--- src/rtl/bnn_ctrl_pkg.sv ---
// Shared types and default sizes for the binarized-network sequencer.
package bnn_ctrl_pkg;
  localparam int N_CLASS = 10;
  localparam int SCORE_W = 5;
  localparam int CLASS_W = $clog2(N_CLASS);

  typedef enum logic [2:0] {
    IDLE,
    SETTLE,
    CAPTURE,
    ARGMAX,
    DONE
  } state_t;
endpackage

--- src/rtl/bnn_argmax_seq.sv ---
// Serial max-reduction over captured class scores, one class per step.
module bnn_argmax_seq #(
  parameter int N_CLASS = bnn_ctrl_pkg::N_CLASS,
  parameter int SCORE_W = bnn_ctrl_pkg::SCORE_W,
  parameter int CLASS_W = bnn_ctrl_pkg::CLASS_W
) (
  input  logic                       clk_i,
  input  logic                       rst_i,
  input  logic                       init_i,
  input  logic                       step_i,
  input  logic [SCORE_W-1:0]         init_score_i,
  input  logic [N_CLASS*SCORE_W-1:0] scores_i,
  output logic                       last_o,
  output logic [CLASS_W-1:0]         best_idx_d_o,
  output logic [SCORE_W-1:0]         best_score_d_o
);
  logic [CLASS_W-1:0] idx_q;
  logic [CLASS_W-1:0] best_idx_q;
  logic [CLASS_W-1:0] best_idx_d;
  logic [SCORE_W-1:0] best_score_q;
  logic [SCORE_W-1:0] best_score_d;
  logic [SCORE_W-1:0] cur_score;

  // Strict compare keeps the earliest index on ties.
  always_comb begin
    cur_score    = scores_i[idx_q*SCORE_W +: SCORE_W];
    best_idx_d   = best_idx_q;
    best_score_d = best_score_q;
    if (step_i && (cur_score > best_score_q)) begin
      best_idx_d   = idx_q;
      best_score_d = cur_score;
    end
  end

  always_ff @(posedge clk_i or posedge rst_i) begin
    if (rst_i) begin
      idx_q        <= '0;
      best_idx_q   <= '0;
      best_score_q <= '0;
    end else if (init_i) begin
      idx_q        <= CLASS_W'(1);
      best_idx_q   <= '0;
      best_score_q <= init_score_i;
    end else if (step_i) begin
      idx_q        <= idx_q + CLASS_W'(1);
      best_idx_q   <= best_idx_d;
      best_score_q <= best_score_d;
    end
  end

  assign last_o         = (idx_q == CLASS_W'(N_CLASS - 1));
  assign best_idx_d_o   = best_idx_d;
  assign best_score_d_o = best_score_d;
endmodule

--- src/rtl/bnn_seq_ctrl.sv ---
// Inference sequencer: latch image, hold it for a settle window, capture
// the class scores and reduce them serially to the winning class.
module bnn_seq_ctrl #(
  parameter int N_CLASS    = bnn_ctrl_pkg::N_CLASS,
  parameter int SCORE_W    = bnn_ctrl_pkg::SCORE_W,
  parameter int IMG_BITS   = 64,
  parameter int SETTLE_CYC = 4
) (
  input  logic                       clk_i,
  input  logic                       rst_i,
  input  logic                       start_i,
  input  logic [IMG_BITS-1:0]        image_i,
  output logic                       ready_o,
  output logic                       busy_o,
  output logic                       trigger_o,
  output logic [IMG_BITS-1:0]        net_image_o,
  input  logic [N_CLASS*SCORE_W-1:0] net_scores_i,
  output logic [N_CLASS*SCORE_W-1:0] scores_o,
  output logic                       done_o,
  output logic [$clog2(N_CLASS)-1:0] class_o,
  output logic [SCORE_W-1:0]         score_o
);
  import bnn_ctrl_pkg::*;

  localparam int CLS_W = $clog2(N_CLASS);

  if ((SETTLE_CYC < 1) || (SETTLE_CYC > 255) || (N_CLASS < 2)) begin : g_param_check
    $error("bnn_seq_ctrl: SETTLE_CYC must be 1..255 and N_CLASS >= 2");
  end

  // Handshake: start_i is honoured only while ready_o is high (IDLE); done_o
  // pulses for exactly one cycle with class_o/score_o/scores_o already valid.
  state_t             state_q;
  logic [7:0]         settle_q;
  logic               am_init;
  logic               am_step;
  logic               am_last;
  logic [CLS_W-1:0]   am_idx_d;
  logic [SCORE_W-1:0] am_score_d;

  assign am_init = (state_q == CAPTURE);
  assign am_step = (state_q == ARGMAX);

  bnn_argmax_seq #(
    .N_CLASS (N_CLASS),
    .SCORE_W (SCORE_W),
    .CLASS_W (CLS_W)
  ) u_argmax (
    .clk_i          (clk_i),
    .rst_i          (rst_i),
    .init_i         (am_init),
    .step_i         (am_step),
    .init_score_i   (net_scores_i[SCORE_W-1:0]),
    .scores_i       (scores_o),
    .last_o         (am_last),
    .best_idx_d_o   (am_idx_d),
    .best_score_d_o (am_score_d)
  );

  always_ff @(posedge clk_i or posedge rst_i) begin
    if (rst_i) begin
      state_q     <= IDLE;
      settle_q    <= '0;
      ready_o     <= 1'b1;
      busy_o      <= 1'b0;
      trigger_o   <= 1'b0;
      done_o      <= 1'b0;
      net_image_o <= '0;
      scores_o    <= '0;
      class_o     <= '0;
      score_o     <= '0;
    end else begin
      done_o <= 1'b0;
      case (state_q)
        IDLE: begin
          if (start_i) begin
            net_image_o <= image_i;
            settle_q    <= 8'(SETTLE_CYC - 1);
            state_q     <= SETTLE;
            ready_o     <= 1'b0;
            busy_o      <= 1'b1;
            trigger_o   <= 1'b1;
          end
        end
        SETTLE: begin
          if (settle_q == 8'd0) begin
            state_q <= CAPTURE;
          end else begin
            settle_q <= settle_q - 8'd1;
          end
        end
        CAPTURE: begin
          scores_o  <= net_scores_i;
          trigger_o <= 1'b0;
          state_q   <= ARGMAX;
        end
        ARGMAX: begin
          // The final step's result is taken straight from the reducer's next value.
          if (am_last) begin
            class_o <= am_idx_d;
            score_o <= am_score_d;
            done_o  <= 1'b1;
            state_q <= DONE;
          end
        end
        DONE: begin
          ready_o <= 1'b1;
          busy_o  <= 1'b0;
          state_q <= IDLE;
        end
        default: state_q <= IDLE;
      endcase
    end
  end
endmodule

--- config.mk ---
export PLATFORM = sky130hd
export DESIGN_NAME = bnn_seq_ctrl
export DESIGN_NICKNAME = d
export VERILOG_FILES = /design/src/rtl/bnn_ctrl_pkg.sv /design/src/rtl/bnn_argmax_seq.sv /design/src/rtl/bnn_seq_ctrl.sv
export SDC_FILE = /design/constraint.sdc
export NUM_CORES = 1
export LEC_CHECK = 0
export BUFFER_PORTS_ARGS = -buffer_cell sky130_fd_sc_hd__buf_4
export CORE_MARGIN = 5
export CORE_UTILIZATION = 53
export DETAILED_ROUTE_END_ITERATION = 12
export GPL_TIMING_DRIVEN = 0
export PLACE_DENSITY_LB_ADDON = 0.2
export SLEW_MARGIN = 0
export SYNTH_ARGS = -nofsm -noshare
export SYNTH_HDL_FRONTEND = slang
export SYNTH_SLANG_ARGS = --single-unit
export TNS_END_PERCENT = 50
--- constraint.sdc ---
create_clock -name clk_i -period 11.5 [get_ports clk_i]
set_clock_uncertainty 0.2 [all_clocks]
set_input_delay 2.3 -clock clk_i [delete_from_list [all_inputs] [get_ports clk_i]]
set_output_delay 2.3 -clock clk_i [all_outputs]
set_load 0.03 [all_outputs]
## After elaboration in Yosys (flattened, before gate mapping)

Cells that the tools add are included.

| word-level totals | value |
|---|---|
| latch bits | 0 |
| register bits after elaboration | 151 |
| memory bits (writable) | 0 |
| ROM bits | 0 |
| word-level logic and storage cells | 62 |
| memories kept | 0 |
| output and inout bits | 127 |

| operators by class | value |
|---|---|
| add/subtract/negate cells | 2 |
| shift operators | 1 |
| reductions and logical operators | 13 |
| muxes and demuxes | 22 |
| $mul | 1 |
| div/mod/pow operators | 0 |
| bitwise logic cells | 0 |
| magnitude comparators | 1 |
| eq/ne operators | 9 |

Operators by type and width:

| cell | count |
|---|---|
| $shiftx A50 B8 Y5 | 1 |
| $mux W4 | 5 |
| $mux W8 | 2 |
| $pmux W8 S2 | 1 |
| $mux W5 | 3 |
| $pmux W3 S4 | 1 |
| $mux W3 | 3 |
| $logic_not A8 Y1 | 1 |
| $ne A2 B2 Y1 const B | 4 |
| $reduce_and A2 Y1 | 4 |
| $reduce_bool A2 Y1 | 4 |
| $sub A8 B1 Y8 const B | 1 |
| $mul A4 B3 Y7 const B | 1 |
| $eq A3 B2 Y1 const B | 2 |
| $pmux W1 S2 | 3 |
| $reduce_and A3 Y1 | 2 |
| $gt A5 B5 Y1 | 1 |
| $add A4 B1 Y4 const B | 1 |
| $eq A4 B4 Y1 const B | 1 |
| $mux W1 | 4 |
| $eq A3 B1 Y1 const B | 1 |
| $eq A3 B3 Y1 const B | 1 |
| $logic_not A3 Y1 | 1 |
| $logic_and A1 B1 Y1 | 1 |

## Longest topological paths before layout

Gate-level depths: netlist (run 1).

| depth | value |
|---|---|
| depth after elaboration | 7 |
| depth in mapped cells | 14 |

## Hierarchy

From an unflattened synthesis (run 1), not the netlist that was laid out.

| second synthesis, totals | value |
|---|---|
| cells, all modules | 451 |
| area, all modules | 6511.2 um^2 |

By module, submodules not included:

| module | cells an instance | instances | area an instance (um^2) |
|---|---|---|---|
| bnn_seq_ctrl | 341 | 1 | 5345.1 |
| bnn_argmax_seq | 110 | 1 | 1166.1 |

## Least setup slack after synthesis (run 1)

No wires, ideal clock.

| timing | value |
|---|---|
| kind | input to register |
| start point | input port start_i |
| end point | register net_image_o[10] |
| arrival | 3.160 ns |
| path slack | 8.023 ns |
| stages on the path | 7 |
| cells stage by stage | nand2_1 or2_2 clkbuf_1 buf_2 buf_2 nand2_1 nand2_1 |

| on the way | value |
|---|---|
| longest elaborated chain between the ends | 1 |

Ends and longest elaborated chain:

| what | line | RTL |
|---|---|---|
| start, declared | bnn_seq_ctrl.sv:11 | `input logic start_i,` |
| $reduce_and A2 Y1 (no source line) | n/a |  |
| end signal, assigned | bnn_seq_ctrl.sv:77 | `net_image_o <= image_i;` |
| end, declared | bnn_seq_ctrl.sv:16 | `output logic [IMG_BITS-1:0] net_image_o,` |

No other way between the ends.
A chain may end at the register's enable or synchronous reset.

## Worst setup path after layout (run 1)

| timing | value |
|---|---|
| start point | register ready_o |
| end point | output port ready_o |

RTL lines:

| what | line | RTL |
|---|---|---|
| start, declared | bnn_seq_ctrl.sv:13 | `output logic ready_o,` |
| start signal, assigned | bnn_seq_ctrl.sv:64 | `ready_o <= 1'b1;` |
| start signal, assigned | bnn_seq_ctrl.sv:80 | `ready_o <= 1'b0;` |
| start signal, assigned | bnn_seq_ctrl.sv:107 | `ready_o <= 1'b1;` |

No word-level cell between the ends.

==> impl_metrics.ini, run 1 <==
[yosys]
async_flop_share_pct = 100
synthesis.area_um2 = 6510
ys_ff_latch = 151
syn-num-nets = 831
yosysTopAreaCell = dfrtp_1
ys_seq_area_share_pct = 58.1
ys_types = 47
syn_inst = 705
synth-edff-count = 0
ys_warn_count = 0
synth_top_area_share_pct = 57.7
synthTopCellsByArea = dfrtp_1, nand2_1, ha_1
synth_flop_cell = dfrtp_1
syn_area_per_cell_um2 = 9.23

[grt]
grt_pass1_vias = 6004
grt_pass1_wl_um = 30800
grt_overflow = 0
track_usage_pct = 27.4
grt_antenna_before_repair = 0
grt_max_degree = 91

[power_and_ir_drop]
swShare_pct = 44.1
p_total_uw = 3180
ir_drop_uv = 217
p_leak_uw = 0.00495
power.density_nw_per_um2 = 347
p_int_uw = 1780
p_sw_uw = 1400
comb_power_share_pct = 50.7
pwr-share-seq_pct = 30.6
pwr-share-clk_pct = 18.6

[sta]
min_period_ns = 3.60
tightest_slew_ns = 0.590
rsz0062_at_grt = no
relSlewSlack_pct = 60.7
slew_violations = 0
worst_slack_ns = 7.90
setup_violations = 0
hold_viol_final = 0
fin_crit_sh_pct = 31.3
finalSetupTns_ns = 0
fmax_mhz = 278

[critical_path]
crit_path_end_kind = output port
critPathLaunchType = register
path_cells = buf_4
critical_path_arrival_ns = 1.10
r2r_start = u_argmax.idx_q[0]
cp_top_family = flip-flops
slowest_delay_ns = 0.53
critPathBufInv = 1
crit_type = register to output port
critPathSlowestCell = dfstp_2
setup.worst_path.start = ready_o
required_ns = 9.00
critPathMaxFanout = 2
r2r_slack_ns = 8.04

[die]
chipWidth_um = 121
die_h_um = 121
dieArea_um2 = 14600
fp.coreArea_um2 = 12000
start_util_pct = 54.2
pin_count = 244
rows = 40

[clocking]
numCtsBuffers = 17
clk_latency_ns = 0.42
cts_root_buf = clkbuf_16
ctsResizeCount = 0
h-tree-depth = 4
clock_sinks = 151
tritoncts = yes
cts_setup_buffers = 0
hold_buffers = 0
path_clk_slew_ns = 0.05
clock_path_buffers = 2

[detailed_routing]
drtIter0Drc = 400
wl_um = 19700
vias = 5912
firstDrtPassIters = 5
drc = 0
ant_nets = 0
via_per_inst = 5.25
wl_per_cell_um = 17.5

[place]
dp.cells = 1096
dp_slack_ns = 7.62
globalplace.congestion = 0.849
dp_hpwl_um = 14100
portBuffers = 243

[cells_and_area]
final_util_pct = 76.4
fillers = 871
drive_gt1_share_pct = 31.7
syn_to_final_growth_pct = 41.0
diodes = 0
finalNonFillerCells = 1126
final_nets = 1094

[run_status]
outcome = completed

[worst_hold_path]
hold_start = class_o[3]
hold_class = register to register

[job]
maxCapViolCount = 0
## logic make-up (layout without fill, tap and decap cells)
| kind of cell | count (synthesis) | count (layout) | share of synthesized area, % |
|---|---|---|---|
| compound gates | 62 | 62 | 6.56 |
| xor+xnor | 3 | 3 | 0.404 |
| fa+ha+maj | 9 | 9 | 1.73 |
| buf+inv | 52 | 326 | 3.67 |
| flops | 151 | 151 | 58.1 |
| mux | 21 | 21 | 4.29 |
| simple gates | 407 | 407 | 25.2 |
## per-stage QoR
stage	instance area (um^2)	hold WS [ns]
floorplan	6510	0.249
global placement	8510	0.256
detailed placement	8550	0.263
CTS	9180	0.279
global route	9180	0.293
finish	9180	0.274
## final timing paths
kind / endpoint / cells past startpoint
worst max-delay path: ready_o / 1
worst min-delay path: class_o[3] / 2
worst max register to register: score_o[0] / 11
worst min register to register: class_o[3] / 2
max in group asynchronous: ready_o / 3
min in group asynchronous: net_image_o[25] / 2
## synth_stat cells (2+ instances only)
cell and n:
nand2b_1 3, o21a_1 4, nand2_1 364, nor4_1 2, a22o_1 5, o31ai_1 4, mux4_2 5, o311ai_0 2
xnor2_1 2, o32ai_2 2, nand3_1 3, mux2i_1 11, o21ai_0 18, a21o_1 2, buf_6 3, dfrtp_1 150
a31oi_1 3, o22ai_1 5, nor3_1 4, ha_1 9, or3_4 2, nor2_1 12, a211oi_1 4, o41ai_1 2
a21oi_1 6, clkbuf_1 24, mux2_2 5, and3_1 3, nand3b_1 2, inv_1 12, buf_2 11, nor2b_1 5
buf_4 2
## final cells by class
class	instances	area, um^2	share of cell area [%]
inverter	12	50.0	0.545
tap	147	184	2.00
multi-input combinational	502	2490	27.1
buffer	40	194	2.11
sequential	151	3780	41.2
timing repair buffer	244	1850	20.2
clock buffer	22	484	5.28
clock inverter	8	145	1.58
## power by group through the flow
| stage | Sequential, uW | Clock (uW) | Combinational, uW |
|---|---|---|---|
| floorplan | 1360 | 0 | 608 |
| global placement | 965 | 0 | 1570 |
| detailed placement | 970 | 0 | 1600 |
| CTS | 973 | 601 | 1620 |
| global route | 1010 | 622 | 1730 |
| finish | 975 | 593 | 1610 |
## sequential cells by signal, summed over array words and instances, names as in the netlist
signal                 flops
done_o                     1
ready_o                    1
scores_o                  50
state_q                    3
net_image_o               64
settle_q                   8
class_o                    4
trigger_o                  1
score_o                    5
u_argmax.best_idx_q        4
u_argmax.best_score_q      5
u_argmax.idx_q             4
busy_o                     1
## per-layer routing
| metal | routed length (um) | GRT usage, % | vias to the layer above | part of all wire [%] |
|---|---|---|---|---|
| met5 | 0 | 0 | - | 0 |
| met4 | 477 | 10.1 | 0 | 2.4 |
| met3 | 1360 | 7.58 | 34 | 6.9 |
| met2 | 10200 | 46.6 | 226 | 52 |
| met1 | 7680 | 33.4 | 2850 | 39 |
| li1 | - | - | 2802 | - |
## cell usage in the layout (no fill, tap or decap), drive strengths merged, types with 2 or more instances in the layout
master / Yosys / final
a21o: 2 / 2
mux2i: 11 / 11
clkbuf: 24 / 46
or3: 3 / 3
nand3b: 2 / 2
clkinv: 0 / 2
a21oi: 6 / 6
nand3: 3 / 3
xnor2: 2 / 2
bufinv: 0 / 4
ha: 9 / 9
and3: 3 / 3
a22o: 5 / 5
o21ai: 19 / 19
a31oi: 3 / 3
a211oi: 4 / 4
nand2b: 3 / 3
o31ai: 4 / 4
mux4: 5 / 5
dfrtp: 150 / 150
inv: 12 / 12
o41ai: 2 / 2
o311ai: 2 / 2
o32ai: 3 / 3
nor2b: 5 / 5
nand2: 364 / 364
buf: 16 / 260
nor3: 4 / 4
nor2: 13 / 13
clkinvlp: 0 / 2
o21a: 4 / 4
nor4: 3 / 3
mux2: 5 / 5
o22ai: 5 / 5
(Power assumes the default switching activity.)
==> run 2: changes to the inputs <==
- CORE_UTILIZATION: 53 -> 45
- clock period: 11.5 -> 3.2 ns (I/O delays scaled with it)
==> run 2 against run 1 <==
  * Global-route usage is 4.8 points lower
  * Cell count is 4.3% higher
  * Critical path type is now register to register
  * First-iteration DRC count is 26% lower
==> impl_metrics.ini, run 2 (same netlist as run 1, synthesis figures left out) <==
[power_and_ir_drop]
p_leak_uw = 0.00505
ir_drop_uv = 707
power.density_nw_per_um2 = 1250

[clocking]
tritoncts = yes
numCtsBuffers = 17
cts_root_buf = clkbuf_16
hold_buffers = 0
clock_sinks = 151
clock_path_buffers = 2
path_clk_slew_ns = 0.06
h-tree-depth = 4
clk_latency_ns = 0.43

[run_status]
outcome = completed

[grt]
track_usage_pct = 22.6
grt_use_met2_pct = 34.4
grt_use_met3_pct = 6.96
grt_overflow = 0
global_route.usage.met1_pct = 29.6
grt_pass1_vias = 5559
grt_pass1_wl_um = 29400
grt_max_degree = 41
grt-busiest-layer = met2
grt_antenna_before_repair = 0

[die]
pin_count = 244
fp.coreArea_um2 = 14400
dieArea_um2 = 17000
start_util_pct = 45.3
chipWidth_um = 130
die_h_um = 130
rows = 44

[cells_and_area]
syn_to_final_growth_pct = 46.1
top_register = net_image_o
final_nets = 1104
postLayoutCellArea_um2 = 9510
final_common_cell = nand2_1
largest_reg_flops = 64
drive_gt1_share_pct = 34.6
diodes = 0
final_cell_mix = nand2_1, buf_4, dfrtp_1
reg_top3 = net_image_o: 64 flops, scores_o: 50 flops, settle_q: 8 flops
finalNonFillerCells = 1174

[detailed_routing]
ant_nets = 0
vias = 5820
via_per_inst = 4.96
wl_per_cell_um = 16.6
wl_um = 19500
drc = 0
firstDrtPassIters = 4
drtIter0Drc = 297

[sta]
hold-worst-slack_ns = 0.0880
min_period_ns = 3.15
fin_crit_sh_pct = 98.5
fmax_mhz = 317
setup_violations = 0
hold_viol_final = 0
relSlewSlack_pct = 57.9
rsz0062_at_grt = yes
tightest_slew_ns = 0.631
worst_slack_ns = 0.0464
slew_violations = 0

[critical_path]
critPathLaunchType = register
crit_type = register to register
r2r_start = u_argmax.idx_q[0]
required_ns = 3.31
crit_path_end_kind = register
critPathMaxFanout = 6
reg2reg_to = u_argmax.best_score_q[4]
critical_path_arrival_ns = 3.26
reg2reg_depth = 12
r2r_slack_ns = 0.05

[place]
dp_slack_ns = -0.143
dp_hpwl_um = 14500
dp.cells = 1136
globalplace.congestion = 0.813
place_area_um2 = 8640
portBuffers = 243

[worst_hold_path]
hold_class = input pin to asynchronous set/reset pin

[job]
maxCapViolCount = 0
run 2: cell count changes in the layout (fill, tap and decap cells not counted), moves of 4 or more:
cell,change
buf_12,+4
mux2i_2,+5
mux2i_1,-6
o22ai_1,-5
buf_4,+4
o22ai_2,+4
run 2: worst max path at each step:
| stage | startpoint | to | slack [ns] | depth (start not counted) |
|---|---|---|---|---|
| 6_report | u_argmax.idx_q[0] | u_argmax.best_score_q[4] | 0.05 | 12 |
| 3_5_place_dp | u_argmax.idx_q[0] | score_o[0] | -0.14 | 11 |
| 2_1_floorplan | u_argmax.idx_q[0] | u_argmax.best_score_q[4] | 0.23 | 11 |
| 5_1_grt | u_argmax.idx_q[0] | u_argmax.best_score_q[4] | -0.06 | 11 |
| 4_1_cts | u_argmax.idx_q[0] | class_o[0] | 0.01 | 13 |
| 3_3_place_gp | rst_i | net_image_o[0] | -0.54 | 2 |
run 2: worst max-delay path, cell delays in order, from the launching register on:
cell	delay [ns]
dfrtp_2	0.44
buf_4	0.15
clkbuf_16	0.14
mux2_2	0.24
o22ai_2	0.09
o32ai_2	0.40
ha_1	0.32
and3_4	0.16
o21a_1	0.11
o21a_1	0.18
buf_6	0.14
clkbuf_16	0.15
a221o_1	0.30
run 2: cell type report:
cell class	instances	area, um^2
Fill cell	1176	4860
Multi-Input combinational cell	502	2610
Clock buffer	19	453
Timing Repair Buffer	255	2000
Tap cell	184	230
Inverter	12	48.8
Sequential cell	151	3780
Buffer	39	213
Clock inverter	12	175
run 2: where the power goes:
part / total (uW) / internal [uW] / leakage, uW / switching, uW
Sequential: 3500 / 2820 / 0.00188 / 676
Combinational: 6280 / 2570 / 0.00286 / 3700
Clock: 2140 / 1340 / 0.000301 / 799
Total: 11900 / 6740 / 0.00505 / 5180
run 2: routing by layer:
layer / share of wire, % / routed length, um / vias to the layer above
li1: - / - / 2823
met1: 41 / 7910 / 2737
met2: 49 / 9510 / 209
met3: 7.3 / 1430 / 51
met4: 3.2 / 619 / 0
met5: 0 / 0 / -
run 2: repair_timing:
item / CTS / global route
cloned: 0 / 2
resized for setup: 4 / 30
endpoints found under the setup margin: 16 / 17
pin swaps: 0 / 11
setup buffers: 1 / 5
run 2: per-stage QoR:
stage | power, uW | utilization, % | setup TNS [ns]
2_1_floorplan | 7070 | - | 0
5_1_grt | 12600 | 66.2 | -0.226
6_report | 11900 | 66.2 | 0
3_3_place_gp | 9120 | 59.6 | -80.80
4_1_cts | 11500 | 64.6 | 0
3_5_place_dp | 9250 | 60.2 | -1.38
